==> src/rtl/bram_rd_seq.sv <==
// Burst read sequencer: sequential single-word reads from the BRAM controller, streamed out on valid/ready.
// Latency: start -> first ctrl_rden 1 cycle, first out_val 3 cycles; one word per cycle sustained.
// Backpressure: reads are issued only while FIFO occupancy plus the in-flight read leaves room, so out_rdy low never drops data.

// Return-data FIFO: single clock, head word visible combinationally, no overflow/underflow protection.
module bram_rd_seq_fifo #(
    parameter int W     = 32,
    parameter int DEPTH = 4
) (
    input  logic                       clk,
    input  logic                       rst,
    input  logic                       push_vld,
    input  logic [W-1:0]               push_dat,
    input  logic                       pop_vld,
    output logic [W-1:0]               head_dat,
    output logic [$clog2(DEPTH):0]     count
);
    localparam int AW = $clog2(DEPTH);
    localparam int CW = AW + 1;

    logic [W-1:0]  mem_q [DEPTH];
    logic [W-1:0]  mem_d [DEPTH];
    logic [AW-1:0] wr_ptr_q, wr_ptr_d;
    logic [AW-1:0] rd_ptr_q, rd_ptr_d;
    logic [CW-1:0] count_q, count_d;

    assign head_dat = mem_q[rd_ptr_q];
    assign count    = count_q;

    // Next-state for storage, pointers and occupancy; pointers wrap naturally (power-of-two depth).
    always_comb begin
        mem_d    = mem_q;
        wr_ptr_d = wr_ptr_q;
        rd_ptr_d = rd_ptr_q;
        count_d  = count_q;
        if (push_vld) begin
            mem_d[wr_ptr_q] = push_dat;
            wr_ptr_d        = wr_ptr_q + AW'(1);
        end
        if (pop_vld) begin
            rd_ptr_d = rd_ptr_q + AW'(1);
        end
        case ({push_vld, pop_vld})
            2'b10:   count_d = count_q + CW'(1);
            2'b01:   count_d = count_q - CW'(1);
            default: count_d = count_q;
        endcase
    end

    // Storage cleared on reset so the head word reads as zero when empty.
    always_ff @(posedge clk or negedge rst) begin
        if (!rst) begin
            mem_q    <= '{default: '0};
            wr_ptr_q <= '0;
            rd_ptr_q <= '0;
            count_q  <= '0;
        end else begin
            mem_q    <= mem_d;
            wr_ptr_q <= wr_ptr_d;
            rd_ptr_q <= rd_ptr_d;
            count_q  <= count_d;
        end
    end
endmodule

module bram_rd_seq #(
    parameter int DAT_WIDTH  = 32,
    parameter int ADDR_WIDTH = 32,
    parameter int LEN_WIDTH  = 16,
    parameter int ADDR_STEP  = 4,
    parameter int FIFO_DEPTH = 4
) (
    input  logic                  clk,
    input  logic                  rst,
    input  logic                  start,
    input  logic [ADDR_WIDTH-1:0] base_addr,
    input  logic [LEN_WIDTH-1:0]  len,
    output logic                  busy,
    output logic                  done,
    output logic [DAT_WIDTH-1:0]  out_dat,
    output logic                  out_val,
    input  logic                  out_rdy,
    output logic [ADDR_WIDTH-1:0] ctrl_addr,
    output logic                  ctrl_rden,
    output logic                  ctrl_wren,
    output logic [DAT_WIDTH-1:0]  ctrl_idat,
    input  logic [DAT_WIDTH-1:0]  ctrl_odat,
    input  logic                  ctrl_oval
);
    localparam int CW = $clog2(FIFO_DEPTH) + 1;

    typedef enum logic [1:0] {
        S_IDLE  = 2'd0,
        S_RUN   = 2'd1,
        S_DRAIN = 2'd2
    } state_t;

    state_t                state_q, state_d;
    logic [ADDR_WIDTH-1:0] addr_q, addr_d;
    logic [LEN_WIDTH-1:0]  remaining_q, remaining_d;
    logic                  inflight_q;
    logic                  done_q, done_d;

    logic [CW-1:0]         fifo_count;
    logic [CW-1:0]         credit_sum;
    logic                  fifo_push;
    logic                  fifo_pop;

    // Credit uses registered occupancy only: a pop this cycle is not counted as free space.
    assign credit_sum = fifo_count + CW'(inflight_q);
    assign ctrl_rden  = (state_q == S_RUN) && (remaining_q != '0) &&
                        (credit_sum < CW'(FIFO_DEPTH));
    assign ctrl_addr  = addr_q;
    assign ctrl_wren  = 1'b0;
    assign ctrl_idat  = '0;

    // Returned words are only meaningful inside a burst; stale ones after reset are dropped.
    assign fifo_push  = ctrl_oval && (state_q != S_IDLE);
    assign out_val    = (fifo_count != '0);
    assign fifo_pop   = out_val && out_rdy;

    assign busy       = (state_q != S_IDLE);
    assign done       = done_q;

    bram_rd_seq_fifo #(
        .W     (DAT_WIDTH),
        .DEPTH (FIFO_DEPTH)
    ) u_fifo (
        .clk      (clk),
        .rst      (rst),
        .push_vld (fifo_push),
        .push_dat (ctrl_odat),
        .pop_vld  (fifo_pop),
        .head_dat (out_dat),
        .count    (fifo_count)
    );

    // Sequencer next-state: capture request, issue reads, then finish once the last word leaves.
    always_comb begin
        state_d     = state_q;
        addr_d      = addr_q;
        remaining_d = remaining_q;
        done_d      = 1'b0;
        case (state_q)
            S_IDLE: begin
                if (start) begin
                    addr_d      = base_addr;
                    remaining_d = len;
                    if (len != '0) begin
                        state_d = S_RUN;
                    end else begin
                        done_d  = 1'b1;
                    end
                end
            end
            S_RUN: begin
                if (ctrl_rden) begin
                    addr_d      = addr_q + ADDR_WIDTH'(ADDR_STEP);
                    remaining_d = remaining_q - LEN_WIDTH'(1);
                    if (remaining_q == LEN_WIDTH'(1)) begin
                        state_d = S_DRAIN;
                    end
                end
            end
            S_DRAIN: begin
                // Finish in the cycle of the final handshake so done lands right after it.
                if (!inflight_q &&
                    ((fifo_count == '0) || ((fifo_count == CW'(1)) && fifo_pop))) begin
                    state_d = S_IDLE;
                    done_d  = 1'b1;
                end
            end
            default: begin
                state_d = S_IDLE;
            end
        endcase
    end

    // Sequencer state registers; reset aborts any burst immediately.
    always_ff @(posedge clk or negedge rst) begin
        if (!rst) begin
            state_q     <= S_IDLE;
            addr_q      <= '0;
            remaining_q <= '0;
            inflight_q  <= 1'b0;
            done_q      <= 1'b0;
        end else begin
            state_q     <= state_d;
            addr_q      <= addr_d;
            remaining_q <= remaining_d;
            inflight_q  <= ctrl_rden;
            done_q      <= done_d;
        end
    end
endmodule

==> config.mk <==
export PLATFORM = sky130hd
export DESIGN_NAME = bram_rd_seq
export DESIGN_NICKNAME = d
export VERILOG_FILES = /design/src/rtl/bram_rd_seq.sv
export SDC_FILE = /design/constraint.sdc
export NUM_CORES = 1
export LEC_CHECK = 0
export CAP_MARGIN = 20
export CORE_UTILIZATION = 56
export CTS_CLUSTER_DIAMETER = 40
export DETAILED_ROUTE_END_ITERATION = 6
export GPL_TIMING_DRIVEN = 1
export HOLD_SLACK_MARGIN = 0.15
export PLACE_DENSITY = 0.95
export SLEW_MARGIN = 25
export SYNTH_ARGS = -nofsm -noshare
export SYNTH_HDL_FRONTEND = slang
export SYNTH_SLANG_ARGS = --single-unit
export TNS_END_PERCENT = 30
==> constraint.sdc <==
create_clock -name clk -period 4.7 [get_ports clk]
set_input_delay 0.94 -clock clk [delete_from_list [all_inputs] [get_ports clk]]
set_output_delay 0.94 -clock clk [all_outputs]
set_load 0.005 [all_outputs]
==> out/summary.txt, run 1 <==
# IOs: 186
final setup vio count: 0
Place WS: 1.64 ns
Starting Density: 57.0%
critical-path maximum fanout: 7
crit path buf inv count: 1
PD cells: 681 mW/mm^2
Setup crit start kind: register
first-pass GRT wire length: 35700 um
largest buffer count on any clock path: 2
synth warn: 0
Die ar.: 0.0173 mm^2
Iteration-0 DRC Markers: 478
grt total ovfl: 0
Crit Path Class: register to output pin
period utilisation layout: 71.7%
Remaining DRCs: 0
area taken by multi-input logic gates: 0.00434 mm^2
CTS hold repair buffers: 0
Antenna Cells: 0
Max rail drop VDD: 0.430 mV
Avg Cell Area, Syn: 12.2 um^2
drt first pass iters: 5
fmax: 297 MHz
Rows: 47
H-Tree Depth: 4
layout cell share with drive strength beyond 1: 23.9%
Setup Skew: 0.00935 ns
Final WS setup: 1.33 ns
most frequent cells after synthesis: dfrtp_1, mux2_2, a21oi_1, o21ai_0, nand2_1
grt peak-use layer: met2
FFs w/ async S/R, synth: 100%
fillers: 1128
vias per std cell: 6.01
initial antenna violation count: 0
largest net degree at the start of global routing: 110
# resized after CTS: 0
RSZ-0062 raised after global routing: false
status: completed
Register Area: 0.00468 mm^2
Max Cap Viol: 0
final wirelength: 21500 um
TritonCTS buffer count: 17
Buffers on Ports: 152
Post-DRT Antenna Nets: 0
Crit path largest cell delay: 0.58 ns
Syn Inst Count: 774
Tightest Pin Transition: 0.943 ns
synth top area cells: dfrtp_1, mux2_2, mux4_2, a21oi_1, buf_4
Netlist cell types: 59
Root Driver: clkbuf_16
wire per inst: 18.9 um
critical path capture point type: output pin
Synth area leader: dfrtp_1
#FFs+latches synth: 187
gr usage total: 26.0%
Nets: 1003
Hold Crit Class: register to register
Die W: 132 um
final hold viol count: 0
sequential share of the synthesized area: 49.7%
Crit path arrival time: 2.43 ns
Main synth FF type: dfrtp_1
hpwl dp: 14700 um
max_slew headroom: 37.1%
CP Data Required Time: 3.76 ns
count leader, synth: dfrtp_1
Mapped Area: 0.00942 mm^2
vias in the first global route: 6867
post-CTS setup buffer count: 0
setup TNS: 0 ns
Slowest cell on crit path: nor4_1
clk_lat worst skew: 0.43 ns
Area growth, synth to finish: 22.6%
gp weighted congestion: 0.909
worst-path cell chain: nor4_1 -> and4_1 -> nor2_1 -> clkdlybuf4s50_1
global-route met3 utilization: 6.40%
final period demand of the worst path: 3.37 ns
post-synth top area share: 49.7%
Worst path top cell family by delay: simple AND/OR/NAND/NOR gates
CTS tree: done
Lkg Pwr: 4.76 nW
clk slew on worst S/H paths: 0.07 ns
Final Slew Violations: 0
met2 GRT Util: 41.9%
Post-synth EDFFs: 0
clock sink count: 187
vias after detailed routing: 6836
GR Layer Usage met1: 35.7%
total core area: 0.0165 mm^2
chip height: 132 um
## registers in the layout, indices dropped and copies added (netlist names)
signal	flops
remaining_q	16
inflight_q	1
u_fifo.wr_ptr_q	2
u_fifo.count	3
u_fifo.rd_ptr_q	2
ctrl_addr	32
state_q	2
done	1
u_fifo.mem_q	128
## routing by layer
layer | up-vias | wire (um)
li1 | 3068 | -
met5 | - | 0
met2 | 291 | 10500
met1 | 3462 | 9300
met4 | 0 | 138
met3 | 15 | 1490
## layout by cell type, fill, tap and decap left out, types with 8 or more instances in the layout
cell and n:
dfrtp_1 186, clkdlybuf4s50_1 151, mux2_2 130, a21oi_1 53
o21ai_0 39, nand2_1 36, conb_1 33, mux4_2 32
nor2_1 29, nand3_1 21, o22ai_1 17, clkbuf_16 17
nor3_1 14, ha_1 13, inv_1 11, buf_4 9
and4_1 8, nand4_1 8
## layout make-up
type	count	share of cell area (%)
multi-input combinational	526	37.6
tap	220	2.38
timing repair buffer	162	14.0
inverter	11	0.358
sequential	187	40.6
clock inverter	12	1.19
clock buffer	20	3.96
## where the power goes
group | internal (mW) | switching [mW]
combinational | 2.05 | 1.21
clock | 0.821 | 0.617
sequential | 2.42 | 0.746
## stage by stage
stage          utilization (%)  cells  hold WS (ns)  total power [mW]  area (um^2)
6_report                  69.9   1138         0.501              7.86        11500
5_1_grt                   69.9   1138         0.519              8.34        11500
2_1_floorplan                -    806         0.471              4.99         9540
4_1_cts                   69.9   1138         0.504              7.90        11500
3_5_place_dp              66.3   1106         0.489              6.43        10900
3_3_place_gp              66.2   1106         0.483              6.24        10900
## path summary, 6_finish.rpt
check,from,cells past startpoint,end,slack (ns)
setup / recovery,remaining_q[9],4,ctrl_rden,1.33
hold / removal,u_fifo.mem_q[42],1,u_fifo.mem_q[42],0.50
setup reg to reg,remaining_q[9],6,ctrl_addr[18],1.82
hold reg to reg,u_fifo.mem_q[42],1,u_fifo.mem_q[42],0.50
max in group asynchronous,rst,2,u_fifo.rd_ptr_q[0],3.17
min in group asynchronous,rst,1,u_fifo.mem_q[125],0.61
## cell families after synthesis
logic type	synth area share, %
buffers and inverters	5.68
AND/OR/NAND/NOR	8.54
other	0.0398
XOR/XNOR	0.558
adder cells (fa/ha/maj)	1.73
AO/OA/AOI/OAI	10.3
flip-flops	49.7
multiplexers	23.5
Note: power is estimated with default switching activity, not from simulation.
==> inputs of run 2 (changes only) <==
--- a/config.mk
+++ b/config.mk
@@ -6,12 +6,12 @@
 export NUM_CORES = 1
 export LEC_CHECK = 0
 export CAP_MARGIN = 20
-export CORE_UTILIZATION = 56
+export CORE_UTILIZATION = 47
 export CTS_CLUSTER_DIAMETER = 40
 export DETAILED_ROUTE_END_ITERATION = 6
 export GPL_TIMING_DRIVEN = 1
 export HOLD_SLACK_MARGIN = 0.15
-export PLACE_DENSITY = 0.95
+export PLACE_DENSITY = 0.87
 export SLEW_MARGIN = 25
 export SYNTH_ARGS = -nofsm -noshare
 export SYNTH_HDL_FRONTEND = slang
==> constraint.sdc (replaced) <==
create_clock -name clk -period 2.7 [get_ports clk]
set_input_delay 0.54 -clock clk [delete_from_list [all_inputs] [get_ports clk]]
set_output_delay 0.54 -clock clk [all_outputs]
set_load 0.005 [all_outputs]
==> out/summary.txt, run 2 (same netlist as run 1, synthesis figures left out) <==
CP Data Required Time: 2.16 ns
max_slew headroom: 47.6%
critical-path maximum fanout: 18
Remaining DRCs: 0
fillers: 1529
TritonCTS buffer count: 17
Die ar.: 0.0206 mm^2
Max rail drop VDD: 0.609 mV
Root Driver: clkbuf_16
H-Tree Depth: 4
fin util: 60.3%
status: completed
commonest cells after routing, fill and taps aside: dfrtp_1, clkdlybuf4s50_1, mux2_2
Max Cap Viol: 0
Starting Density: 48.3%
gp weighted congestion: 0.878
CTS tree: done
Hold Crit Class: register to register
Antenna Cells: 0
final hold viol count: 0
Area growth, synth to finish: 24.9%
total core area: 0.0195 mm^2
Crit path largest cell delay: 0.52 ns
final setup vio count: 0
Final WS setup: 0.0983 ns
Place WS: 0.380 ns
Crit Path Class: register to output pin
Tightest Pin Transition: 0.787 ns
Iteration-0 DRC Markers: 444
vias in the first global route: 6980
Nets: 1017
hpwl dp: 14700 um
final period demand of the worst path: 2.60 ns
most common cell after layout, fill and taps aside: dfrtp_1
Die W: 144 um
gr usage total: 22.2%
Buffers on Ports: 152
drt first pass iters: 5
largest buffer count on any clock path: 2
final wirelength: 21900 um
# IOs: 186
Setup Skew: 0.0136 ns
Slowest cell on crit path: mux4_2
max reg flops: 128
wire per inst: 18.3 um
Post-DRT Antenna Nets: 0
Crit path arrival time: 2.06 ns
Final Slew Violations: 0
PD cells: 1180 mW/mm^2
initial antenna violation count: 2
clock sink count: 187
clk slew on worst S/H paths: 0.07 ns
clk_lat worst skew: 0.43 ns
Lkg Pwr: 4.84 nW
period utilisation layout: 96.4%
worst-path cell chain: buf_8 -> mux4_2 -> clkdlybuf4s50_1
Setup crit start kind: register
largest register by flop count: u_fifo.mem_q
largest net degree at the start of global routing: 85
chip height: 144 um
Rows: 51
critical path capture point type: output pin
vias after detailed routing: 6872
fmax: 384 MHz
grt total ovfl: 0
layout cell share with drive strength beyond 1: 25.2%
first-pass GRT wire length: 35500 um
vias per std cell: 5.74
RSZ-0062 raised after global routing: true
run 2: changes by cell type in the layout (fill, tap and decap cells not counted), moves of 2 or more:
cell and delta:
clkinv_8 +2, inv_8 +4, buf_4 +9, buf_12 +3
clkinv_2 -4, clkbuf_8 -3
run 2: metal layers:
layer	track usage [%]	part of all wire (%)	up-vias
met4	5.32	0.74	4
met3	6.76	8.4	24
met5	0	0.12	-
met2	37.5	50	282
li1	-	-	3113
met1	27.9	40	3449
run 2: final timing paths:
kind / start / slack (ns) / end / cells after the start
worst max-delay path: u_fifo.rd_ptr_q[0] / 0.1 / out_dat[1] / 3
worst min-delay path: u_fifo.mem_q[63] / 0.50 / u_fifo.mem_q[63] / 1
worst max register to register: remaining_q[9] / 0.47 / ctrl_addr[15] / 6
worst min register to register: u_fifo.mem_q[63] / 0.50 / u_fifo.mem_q[63] / 1
max in group asynchronous: rst / 1.42 / remaining_q[12] / 3
min in group asynchronous: rst / 0.54 / u_fifo.mem_q[97] / 2
run 2: layout make-up:
| class | count | area [um^2] | share of cell area (%) |
|---|---|---|---|
| Sequential cell | 187 | 4680 | 39.8 |
| Multi-Input combinational cell | 526 | 4350 | 37.0 |
| Timing Repair Buffer | 176 | 1770 | 15.0 |
| Clock buffer | 18 | 429 | 3.65 |
| Tap cell | 265 | 332 | 2.82 |
| Clock inverter | 14 | 173 | 1.47 |
| Inverter | 11 | 41.3 | 0.351 |
run 2: through the flow:
step | power, mW | TNS (ns) | instance area, um^2 | cells | hold slack [ns]
after floorplan | 8.68 | 0 | 9540 | 806 | 0.244
after global placement | 11.1 | 0 | 11100 | 1163 | 0.423
after detailed placement | 11.4 | 0 | 11100 | 1163 | 0.427
after CTS | 14.0 | -0.0528 | 11800 | 1197 | 0.504
after global routing | 14.8 | -0.000349 | 11800 | 1197 | 0.515
final | 13.9 | 0 | 11800 | 1197 | 0.504
run 2: report_power, final:
group / switching, mW / internal (mW) / total [mW]
logic: 2.37 / 3.74 / 6.11
clock network: 1.21 / 1.33 / 2.54
registers: 1.06 / 4.20 / 5.26
run 2: critical path: cells and delay by family, from the launching register on:
kind / cells / cell delay, ns
mux: 1 / 0.52
buf+inv: 2 / 0.70
flops: 1 / 0.41
run 2: timing repair:
action                                 in CTS  in global routing
buffers inserted                            1                  0
gates cloned                                0                  0
pin swaps                                   1                  1
resized for setup                           2                  4
hold buffers                                1                  0
endpoints found under the hold margin      23                  0
setup endpoints to repair                  17                 13
==> inputs of run 3 (changes only) <==
--- a/config.mk
+++ b/config.mk
@@ -6,12 +6,12 @@
 export NUM_CORES = 1
 export LEC_CHECK = 0
 export CAP_MARGIN = 20
-export CORE_UTILIZATION = 47
+export CORE_UTILIZATION = 52
 export CTS_CLUSTER_DIAMETER = 40
 export DETAILED_ROUTE_END_ITERATION = 6
 export GPL_TIMING_DRIVEN = 1
 export HOLD_SLACK_MARGIN = 0.15
-export PLACE_DENSITY = 0.87
+export PLACE_DENSITY = 0.9
 export SLEW_MARGIN = 25
 export SYNTH_ARGS = -nofsm -noshare
 export SYNTH_HDL_FRONTEND = slang
==> constraint.sdc (replaced) <==
create_clock -name clk -period 2.9 [get_ports clk]
set_input_delay 0.58 -clock clk [delete_from_list [all_inputs] [get_ports clk]]
set_output_delay 0.58 -clock clk [all_outputs]
set_load 0.005 [all_outputs]
==> out/summary.txt, run 3 (same netlist as run 1, synthesis figures left out) <==
status: completed
fillers: 1245
Setup crit start kind: register
Final Slew Violations: 0
Max Cap Viol: 0
H-Tree Depth: 4
post-route cell area: 0.0118 mm^2
clock sink count: 187
initial antenna violation count: 0
largest register by flop count: u_fifo.mem_q
wire per inst: 19.6 um
Area growth, synth to finish: 25.1%
Die W: 137 um
drt first pass iters: 5
hpwl dp: 15200 um
clock power share: 18.3%
gp weighted congestion: 0.912
Crit path largest cell delay: 0.53 ns
Antenna Cells: 0
worst hold stages: 1
worst hold path endpoint: u_fifo.mem_q[52]
total core area: 0.0175 mm^2
FF-to-FF path depth: 8
area post-placement: 0.0111 mm^2
reg-to-reg endpoint: ctrl_addr[11]
Starting Density: 53.9%
max_slew headroom: 41.1%
clk_lat worst skew: 0.44 ns
first-pass GRT wire length: 35600 um
Hold Crit Class: register to register
RSZ-0062 raised after global routing: false
layout cell share with drive strength beyond 1: 25.2%
vias per std cell: 6.05
Tightest Pin Transition: 0.883 ns
Setup Skew: 0.0114 ns
largest buffer count on any clock path: 2
gr usage total: 25.0%
CTS tree: done
CP Data Required Time: 2.32 ns
Register-to-Register Setup Slack: 0.57 ns
Worst path top cell family by delay: buffers and inverters
crit path buf inv count: 2
critical path capture point type: output pin
worst-path cell chain: buf_12 -> mux4_2 -> clkdlybuf4s50_1
Nets: 1017
Post-DRT Antenna Nets: 0
largest net degree at the start of global routing: 63
min-delay src: u_fifo.mem_q[52]
Crit path arrival time: 2.22 ns
switch share: 33.0%
Root Driver: clkbuf_16
Remaining DRCs: 0
Crit Path Class: register to output pin
final wirelength: 22600 um
commonest cells after routing, fill and taps aside: dfrtp_1, clkdlybuf4s50_1, mux2_2
final hold viol count: 0
Logic pwr share: 43.8%
final period demand of the worst path: 2.80 ns
Slowest cell on crit path: dfrtp_2
Lkg Pwr: 4.87 nW
PD cells: 1110 mW/mm^2
Iteration-0 DRC Markers: 456
Pwr Total: 13.1 mW
grt total ovfl: 0
vias in the first global route: 6947
setup TNS: 0 ns
critical-path maximum fanout: 15
Net Sw Power: 4.32 mW
chip height: 137 um
Die ar.: 0.0187 mm^2
most common cell after layout, fill and taps aside: dfrtp_1
# IOs: 186
clk slew on worst S/H paths: 0.07 ns
reg2reg start: remaining_q[0]
final hold slack: 0.504 ns
Rows: 48
final setup vio count: 0
Buffers on Ports: 152
Max rail drop VDD: 0.766 mV
TritonCTS buffer count: 17
vias after detailed routing: 7000
Seq pwr share: 37.9%
fmax: 357 MHz
internal power: 8.76 mW
period utilisation layout: 96.7%
max reg flops: 128
run 3: cell count changes in the layout (fill, tap and decap cells not counted), sizes merged:
cell      change
clkinv        -2
bufinv        +1
buf           -1
clkinvlp      +1
clkbuf        +2
inv           -1
run 3: what timing repair did:
| action | 4_1_cts | 5_1_grt |
|---|---|---|
| hold buffers | 1 | 0 |
| hold endpoints to repair | 12 | 0 |
| endpoints found under the setup margin | 0 | 21 |
| gates resized for setup | 0 | 3 |
| buffers inserted | 0 | 0 |
run 3: area by class of cell:
class,count,area (um^2),area share (%)
Clock buffer,19,453,3.84
Clock inverter,13,154,1.31
Inverter,11,41.3,0.350
Multi-Input combinational cell,526,4350,36.9
Sequential cell,187,4680,39.7
Tap cell,225,282,2.39
Timing Repair Buffer,176,1830,15.5
run 3: worst max path at each step:
stage | from | end | slack (ns) | cells past startpoint
global route | u_fifo.rd_ptr_q[0] | out_dat[7] | 0.02 | 3
detailed placement | u_fifo.rd_ptr_q[0] | out_dat[22] | 0.48 | 3
CTS | u_fifo.rd_ptr_q[0] | out_dat[22] | 0.01 | 3
finish | u_fifo.rd_ptr_q[0] | out_dat[22] | 0.1 | 3
global placement | u_fifo.rd_ptr_q[0] | out_dat[24] | 0.54 | 3
floorplan | u_fifo.rd_ptr_q[0] | out_dat[10] | 0.84 | 3
run 3: worst reg2reg max path: cells and delay by family, from the launching register on:
kind                     cells  cell delay, ns
flip-flops                   1            0.41
adder cells (fa/ha/maj)      1            0.17
buffers and inverters        2            0.36
AND/OR/NAND/NOR              2            0.56
AO/OA/AOI/OAI                3            0.74
run 3: through the flow:
step	setup WS (ns)	util, %	cells
final	0.0957	67.4	1157
after floorplan	0.837	-	806
after global placement	0.543	63.7	1123
after global routing	0.0158	67.4	1157
after detailed placement	0.484	63.7	1123
after CTS	0.0107	67.2	1156
run 3: power by group through the flow:
stage	clock network [mW]	registers, mW	logic [mW]
3_5_place_dp	0	4.95	5.69
4_1_cts	2.45	4.91	5.73
3_3_place_gp	0	4.85	5.46
6_report	2.40	4.96	5.73
2_1_floorplan	0	4.60	3.48
5_1_grt	2.55	5.10	6.19
run 3: metal layers:
metal / global-route usage (%) / routed length, um / up-vias
met5: 0 / 0 / -
met4: 7.16 / 284 / 0
met3: 6.26 / 1740 / 33
met2: 42.2 / 11500 / 335
met1: 31.8 / 9130 / 3536
li1: - / - / 3096
